$ cat src/rtl/skid_pkg.sv
// Shared types and constants for the skid_buf32 two-entry skid buffer.
// Optional transfer counter is enabled with SKID32_XFER_CNT_EN (see skid_buf32).
package skid_pkg;

    typedef enum logic [1:0] {
        EMPTY = 2'd0,
        ONE   = 2'd1,
        FULL  = 2'd2
    } state_e;

    localparam int XFER_CNT_W = 16;

endpackage

$ cat src/rtl/skid_buf32_reg32.sv
// Plain data register with load enable and asynchronous active-low clear,
// used for both the main (output) and skid storage words.
module reg32 #(
    parameter int WIDTH = 32
) (
    input  logic             clk,
    input  logic             rst_n,
    input  logic             en,
    input  logic [WIDTH-1:0] d,
    output logic [WIDTH-1:0] q
);

    logic [WIDTH-1:0] data_q;
    logic [WIDTH-1:0] data_d;

    always_comb begin
        data_d = data_q;
        if (en) begin
            data_d = d;
        end
    end

    always_ff @(posedge clk or negedge rst_n) begin
        if (!rst_n) begin
            data_q <= '0;
        end else begin
            data_q <= data_d;
        end
    end

    assign q = data_q;

endmodule

$ cat src/rtl/skid_buf32.sv
// Two-entry skid buffer with fully registered outputs (no input-to-output paths).
// Define SKID32_XFER_CNT_EN to add the 16-bit wrapping output-transfer counter xfer_cnt.
module skid_buf32
    import skid_pkg::*;
#(
    parameter int WIDTH = 32
) (
    input  logic                  clk,
    input  logic                  rst_n,
    input  logic                  in_valid,
    input  logic [WIDTH-1:0]      in_data,
    output logic                  in_ready,
    output logic                  out_valid,
    output logic [WIDTH-1:0]      out_data,
    input  logic                  out_ready,
`ifdef SKID32_XFER_CNT_EN
    output logic [XFER_CNT_W-1:0] xfer_cnt,
`endif
    output state_e                dbg_state
);

    // Handshake: a word moves on a rising edge where valid and ready are both 1
    // on the same side; valid never waits on ready, and a stalled out_data holds.
    state_e           state_q, state_d;
    logic             out_valid_q, out_valid_d;
    logic             in_ready_q, in_ready_d;
    logic             main_en, skid_en, main_sel_skid;
    logic [WIDTH-1:0] main_d, main_q, skid_q;

    always_ff @(posedge clk or negedge rst_n) begin
        if (!rst_n) begin
            state_q     <= EMPTY;
            out_valid_q <= 1'b0;
            in_ready_q  <= 1'b1;
        end else begin
            state_q     <= state_d;
            out_valid_q <= out_valid_d;
            in_ready_q  <= in_ready_d;
        end
    end

    always_comb begin
        state_d = state_q;
        case (state_q)
            EMPTY: if (in_valid) state_d = ONE;
            ONE: begin
                if (in_valid && !out_ready)      state_d = FULL;
                else if (!in_valid && out_ready) state_d = EMPTY;
            end
            FULL:  if (out_ready) state_d = ONE;
            default: state_d = EMPTY;
        endcase
    end

    // Handshake flags are computed from the next state so they can be registered.
    always_comb begin
        main_en       = 1'b0;
        skid_en       = 1'b0;
        main_sel_skid = 1'b0;
        case (state_q)
            EMPTY: main_en = in_valid;
            ONE: begin
                main_en = in_valid && out_ready;
                skid_en = in_valid && !out_ready;
            end
            FULL: begin
                main_en       = out_ready;
                main_sel_skid = 1'b1;
            end
            default: ;
        endcase
        out_valid_d = (state_d != EMPTY);
        in_ready_d  = (state_d != FULL);
        main_d      = main_sel_skid ? skid_q : in_data;
    end

    reg32 #(.WIDTH(WIDTH)) u_main (
        .clk   (clk),
        .rst_n (rst_n),
        .en    (main_en),
        .d     (main_d),
        .q     (main_q)
    );

    reg32 #(.WIDTH(WIDTH)) u_skid (
        .clk   (clk),
        .rst_n (rst_n),
        .en    (skid_en),
        .d     (in_data),
        .q     (skid_q)
    );

`ifdef SKID32_XFER_CNT_EN
    logic [XFER_CNT_W-1:0] xfer_cnt_q, xfer_cnt_d;

    always_comb begin
        xfer_cnt_d = xfer_cnt_q;
        if (out_valid_q && out_ready) begin
            xfer_cnt_d = xfer_cnt_q + XFER_CNT_W'(1);
        end
    end

    always_ff @(posedge clk or negedge rst_n) begin
        if (!rst_n) begin
            xfer_cnt_q <= '0;
        end else begin
            xfer_cnt_q <= xfer_cnt_d;
        end
    end

    assign xfer_cnt = xfer_cnt_q;
`endif

    assign in_ready  = in_ready_q;
    assign out_valid = out_valid_q;
    assign out_data  = main_q;
    assign dbg_state = state_q;

endmodule
$ cat config.mk
export PLATFORM = sky130hd
export DESIGN_NAME = skid_buf32
export DESIGN_NICKNAME = d
export VERILOG_FILES = /design/src/rtl/skid_pkg.sv /design/src/rtl/skid_buf32_reg32.sv /design/src/rtl/skid_buf32.sv
export SDC_FILE = /design/constraint.sdc
export NUM_CORES = 1
export LEC_CHECK = 0
export CAP_MARGIN = 20
export CORE_MARGIN = 2
export CORE_UTILIZATION = 53
export CTS_CLUSTER_DIAMETER = 30
export CTS_CLUSTER_SIZE = 30
export DETAILED_ROUTE_END_ITERATION = 8
export PLACE_DENSITY_LB_ADDON = 0.08
export SLEW_MARGIN = 40
export SYNTH_ARGS = -nofsm -noshare
export SYNTH_HDL_FRONTEND = slang
export SYNTH_SLANG_ARGS = --single-unit
$ cat constraint.sdc
create_clock -name clk -period 2.9 [get_ports clk]
set_input_delay 0.435 -clock clk [delete_from_list [all_inputs] [get_ports clk]]
set_output_delay 0.435 -clock clk [all_outputs]
set_load 0.02 [all_outputs]
==> results of run 1 <==
how the worst min path moves through the flow:
| stage | start | end | slack, ps |
|---|---|---|---|
| floorplan | rst_n | dbg_state[0]$_DFF_PN0_ | 140 |
| global placement | u_main.q[16]$_DFFE_PN0P_ | u_main.q[16]$_DFFE_PN0P_ | 480 |
| detailed placement | u_main.q[16]$_DFFE_PN0P_ | u_main.q[16]$_DFFE_PN0P_ | 480 |
| CTS | rst_n | u_main.q[6]$_DFFE_PN0P_ | 160 |
| global route | rst_n | u_main.q[6]$_DFFE_PN0P_ | 200 |
| finish | rst_n | u_main.q[6]$_DFFE_PN0P_ | 150 |
flip-flops by register name, summed over array words and instances (netlist names):
register,cells
u_main.q,32
dbg_state,2
in_ready,1
u_skid.q,32
out_valid,1
power groups by stage:
stage | sequential [mW] | combinational, mW | clock (mW)
finish | 1.48 | 1.17 | 0.722
global route | 1.53 | 1.24 | 0.784
CTS | 1.48 | 1.19 | 0.740
detailed placement | 1.50 | 1.18 | 0
global placement | 1.48 | 1.16 | 0
floorplan | 1.66 | 0.519 | 0
worst max-delay path: cells and delay by family (launching register included):
family / cells / cell delay [ps]
buffers and inverters: 1 / 360
AND/OR/NAND/NOR: 1 / 420
flip-flops: 1 / 440
multiplexers: 2 / 590
synthesized netlist by cell type:
library cell and count:
and3b_1 1, buf_4 7, buf_6 4, dfrtp_1 67, dfstp_2 1, mux2_1 2, mux2_2 66, mux2_4 28
mux2i_1 2, nand2b_1 1, nand3b_1 1, nor2_1 3, nor2b_1 1, o21ai_0 1, o21ai_2 1, o22ai_1 1
or2_2 1
cell families (layout without fill, tap and decap cells):
logic type / Yosys count / count (layout) / synth area share, %
mux: 98 / 98 / 39.25
flops: 68 / 68 / 55.42
buf+inv: 11 / 91 / 3.176
simple gates: 8 / 8 / 1.507
compound gates: 3 / 3 / 0.6515
metal layers:
metal  track usage (%)  wire length, um
met5                 0                0
met4             9.153               80
met3             4.494              258
met2             28.67             2652
met1             24.09             2370
area by class of cell:
cell class,count,area [um2],area share (%)
repair buffers,76,755.7,18.80
clock inverters,1,5.005,0.1245
clock buffers,14,182.7,4.545
multi-input cells,109,1282,31.91
well taps,72,90.09,2.242
flip-flops and latches,68,1703,42.37
per-stage QoR:
stage,hold slack [ps],cell area (um2)
global placement,476.4,3831
global route,197.5,4019
finish,153.6,4019
detailed placement,478.4,3831
floorplan,139.4,3073
CTS,157.0,4019
==> flow_summary.json, run 1 <==
{
  "end_kind": "flop",
  "pre_cts_slack_ps": 640.4,
  "clock_skew_ps": 8.083,
  "dieWidth_um": 80.15,
  "wl_um": 5362,
  "io_buffer_count": 71,
  "critical_path_class": "flop to flop",
  "slowest_stage": "dfrtp_1",
  "drt-initial-drc-count": 66,
  "synth.net_count": 224,
  "core_um2": 5540,
  "die_y_um": 80.15,
  "antenna_found_initial": 0,
  "cts_tree": "built",
  "cts_resized": 0,
  "drtAntennaViolNets": 0,
  "nets": 300,
  "grt_max_degree": 40,
  "critical_path.max_stage_delay_ps": 440,
  "post-route-min-period_ps": 1921,
  "ios": 72,
  "core.rowCount": 27,
  "cp.arrival_ps": 2140,
  "syn-instance-count": 188,
  "setup_violations": 0,
  "syn_area_um2": 3073,
  "clk_pin_slew_ps": 70,
  "placed_cells": 325,
  "status": "complete, no violations",
  "reg2reg_to": "u_main.q[28]$_DFFE_PN0P_",
  "diodes": 0,
  "synth-seq-cells": 68,
  "dieArea_um2": 6423,
  "drive_gt1_share_pct": 44.03,
  "ys_warn_count": 0,
  "synth_top_cell_by_area": "dfrtp_1",
  "cp-endpoint": "u_main.q[28]$_DFFE_PN0P_",
  "power_density_nw_per_um2": 838.3,
  "power.leakage_nw": 1.768,
  "p_switching_mw": 0.9776,
  "p_clk_share_pct": 21.4,
  "cts.path.max_buffers": 2,
  "layout_commonest_cell": "clkdlybuf4s50_1",
  "netlist.area_leader.share_pct": 54.56,
  "vias_per_cell": 5.218,
  "grt_pass1_vias": 1888,
  "cts_sinks": 68,
  "ir_drop_mv": 0.4514,
  "tns_ps": 0,
  "cts_max_level": 3,
  "power.share.combinational_pct": 34.7,
  "reg2reg_from": "dbg_state[0]$_DFF_PN0_",
  "grt_pass1_wl_um": 8935,
  "initial_utilization_pct": 55.47,
  "hold_class": "primary input to asynchronous set/reset pin",
  "cts_hold_buf": 0,
  "cts_buffers": 9,
  "utilization_pct": 72.54,
  "cp-startpoint": "dbg_state[0]$_DFF_PN0_",
  "hold_viol": 0,
  "ys_types": 17,
  "p_total_mw": 3.369,
  "timing.final.crit_share_pct": 66.24,
  "syn_avg_cell_area_um2": 16.35,
  "seq_area_frac_synth_pct": 55.42,
  "fin_cells": 340,
  "synth_area_leaders": "dfrtp_1 (55%), mux2_2 (24%), mux2_4 (14%), buf_4 (1.7%), buf_6 (1.5%)",
  "p_sw_share_pct": 29.02,
  "drcViolationCount": 0,
  "crit_path_max_fanout": 14,
  "vias": 1774,
  "timing.max_cap.violations": 0,
  "slew_viol_final": 0,
  "start_kind": "flop",
  "worstPathCellList": "nand2b_2, buf_4, mux2_4, mux2_2",
  "overflow": 0,
  "worstMarginPinSlew_ps": 706.5,
  "clk-insertion-delay-late_ps": 330,
  "hpwl_um": 3604,
  "grt_usage_pct": 18.42,
  "rsz0062_at_grt": "no",
  "cts_root_buffer": "clkbuf_8",
  "area_growth_syn_to_layout_pct": 30.78,
  "max_freq_ghz": 0.5205,
  "maxSlewHeadroom_pct": 52.90,
  "setup_slack_ps": 978.9,
  "drt-wirelength-per-cell_um": 15.77,
  "p_seq_share_pct": 43.9,
  "rrSetupSlack_ps": 980,
  "layout_common_cells": "clkdlybuf4s50_1 (70), dfrtp_1 (67), mux2_2 (66), mux2_4 (28), clkbuf_8 (13)",
  "first_pass_iters": 4,
  "post_cts_buffers": 0,
  "worstRegToRegCells": 4,
  "gp_congestion": 0.7938,
  "internal-power_mw": 2.391,
  "fill_cells": 390,
  "required_ps": 3120
}
(Power assumes the default switching activity.)
==> inputs of run 2 (changes only) <==
- CORE_UTILIZATION: 53 -> 50
- clock period: 2.9 -> 1.9 ns (I/O delays scaled with it)
==> run 2 against run 1 <==
Against the previous run:
- combinational power increased by 58%
- flip-flop and latch count unchanged
- sequential power increased by 52%
- power increased by 52%
- clock-buffer cell count decreased by 3
- cell area increased by 2.5%
- utilization decreased by 2.9 points
- non-clock buffer count increased by 5
- critical path type is now flop to primary output
- critical endpoint is now dbg_state[1]
- highest routed layer unchanged
==> flow_summary.json, run 2 (synthesized netlist as in run 1, its figures left out) <==
{
  "cts.path.max_buffers": 2,
  "first_pass_iters": 4,
  "critical_path_class": "flop to primary output",
  "p_total_mw": 5.129,
  "drtAntennaViolNets": 0,
  "clk_pin_slew_ps": 70,
  "hold_class": "flop to flop",
  "clk-insertion-delay-late_ps": 340,
  "cts_root_buffer": "clkbuf_8",
  "initial_utilization_pct": 51.90,
  "power_density_nw_per_um2": 1245,
  "cts_resized": 0,
  "slowest_stage": "clkdlybuf4s50_1",
  "critPathBufInv": 1,
  "ir_drop_mv": 0.7109,
  "worstMarginPinSlew_ps": 315.2,
  "critical_path.max_stage_delay_ps": 660,
  "p_clk_share_pct": 20.1,
  "dieArea_um2": 6789,
  "die_y_um": 82.40,
  "nets": 305,
  "drcViolationCount": 0,
  "grt_usage_pct": 17.35,
  "maxSlewHeadroom_pct": 78.38,
  "max_freq_ghz": 0.5714,
  "gp_congestion": 0.6629,
  "cts_sinks": 68,
  "status": "complete, no violations",
  "worstPathCellList": "clkdlybuf4s50_1",
  "clock_skew_ps": 6.376,
  "antenna_found_initial": 0,
  "overflow": 0,
  "core.rowCount": 28,
  "end_kind": "primary output",
  "grt_pass1_vias": 1722,
  "layout_common_cells": "clkdlybuf4s50_1 (70), dfrtp_1 (67), mux2_2 (66), mux2_4 (28), clkbuf_8 (10)",
  "placed_cells": 332,
  "post_cts_buffers": 0,
  "p_sw_share_pct": 29.91,
  "start_kind": "flop",
  "vias_per_cell": 5.152,
  "tns_ps": 0,
  "cts_buffers": 9,
  "slew_viol_final": 0,
  "fill_cells": 433,
  "hpwl_um": 3681,
  "drt-initial-drc-count": 54,
  "power.leakage_nw": 1.810,
  "required_ps": 1620,
  "power.share.combinational_pct": 36.0,
  "dieWidth_um": 82.40,
  "multi_input_area_um2": 1284,
  "vias": 1798,
  "setup_violations": 0,
  "path_delay_family": "buffers and inverters",
  "wl_um": 5449,
  "timing.max_cap.violations": 0,
  "core_um2": 5921,
  "reg2reg_from": "dbg_state[0]$_DFF_PN0_",
  "ios": 72,
  "crit_path_max_fanout": 7,
  "hold_viol": 0,
  "diodes": 0,
  "cp-startpoint": "dbg_state[1]$_DFF_PN0_",
  "io_buffer_count": 71,
  "drt-wirelength-per-cell_um": 15.61,
  "min_from": "u_main.q[17]$_DFFE_PN0P_",
  "regArea_um2": 1703,
  "grt_max_degree": 69,
  "p_seq_share_pct": 43.9,
  "internal-power_mw": 3.595,
  "post-route-min-period_ps": 1750,
  "cts_tree": "built",
  "layout_commonest_cell": "clkdlybuf4s50_1",
  "cp.arrival_ps": 1470,
  "p_switching_mw": 1.534,
  "rsz0062_at_grt": "no",
  "drive_gt1_share_pct": 45.26,
  "cts_max_level": 3,
  "timing.final.crit_share_pct": 92.11,
  "grt_pass1_wl_um": 8514,
  "area_growth_syn_to_layout_pct": 34.08,
  "fin_cells": 349
}
-- run 2: changes by cell type in the layout (fill, tap and decap cells not counted) --
cell           change
dlygate4sd3_1      +1
clkinv_2           +3
buf_12             +6
buf_4              -2
and3b_2            +1
clkinvlp_4         +1
clkbuf_8           -3
and3b_1            -1
-- run 2: power groups by stage --
stage,clock network (mW),registers (mW),logic (mW)
after floorplan,0,2.53,0.792
after global placement,0,2.26,1.83
after detailed placement,0,2.29,1.87
after CTS,1.06,2.26,1.88
after global routing,1.12,2.32,1.97
final,1.03,2.25,1.85
-- run 2: repair_timing --
action                                  in CTS  in global routing
hold endpoints to repair                    67                  0
endpoints found under the setup margin       0                  0
hold buffers                                 1                  0
-- run 2: cell type report --
cell class | instances | share of cell area [%]
clock buffer | 11 | 3.432
sequential | 68 | 41.33
multi-input combinational | 109 | 31.16
timing repair buffer | 81 | 21.14
tap | 75 | 2.278
clock inverter | 5 | 0.6681
-- run 2: final timing paths --
check,endpoint,slack [ps],cells past startpoint
max,dbg_state[1],150,1
min,u_main.q[17]$_DFFE_PN0P_,490,1
max reg2reg,u_main.q[14]$_DFFE_PN0P_,230,4
min reg2reg,u_main.q[17]$_DFFE_PN0P_,490,1
max in group asynchronous,in_ready$_DFF_PN1_,1080,3
min in group asynchronous,u_skid.q[14]$_DFFE_PN0P_,500,3
-- run 2: layer usage --
metal	global-route usage [%]	up-vias	share of wire, %
met5	0	-	0
met4	10.00	0	2.0
met2	25.89	47	47
li1	-	838	-
met3	4.891	10	5.2
met1	22.63	903	46
-- run 2: per-stage QoR --
step	hold slack [ps]	setup slack [ps]	area (um2)	utilization [%]
global route	505.9	75.60	4120	69.59
global placement	337.3	65.83	3941	66.57
floorplan	-10.59	290.6	3073	-
detailed placement	336.8	10.87	3941	66.57
CTS	499.3	131.1	4120	69.59
finish	490.8	149.8	4120	69.59
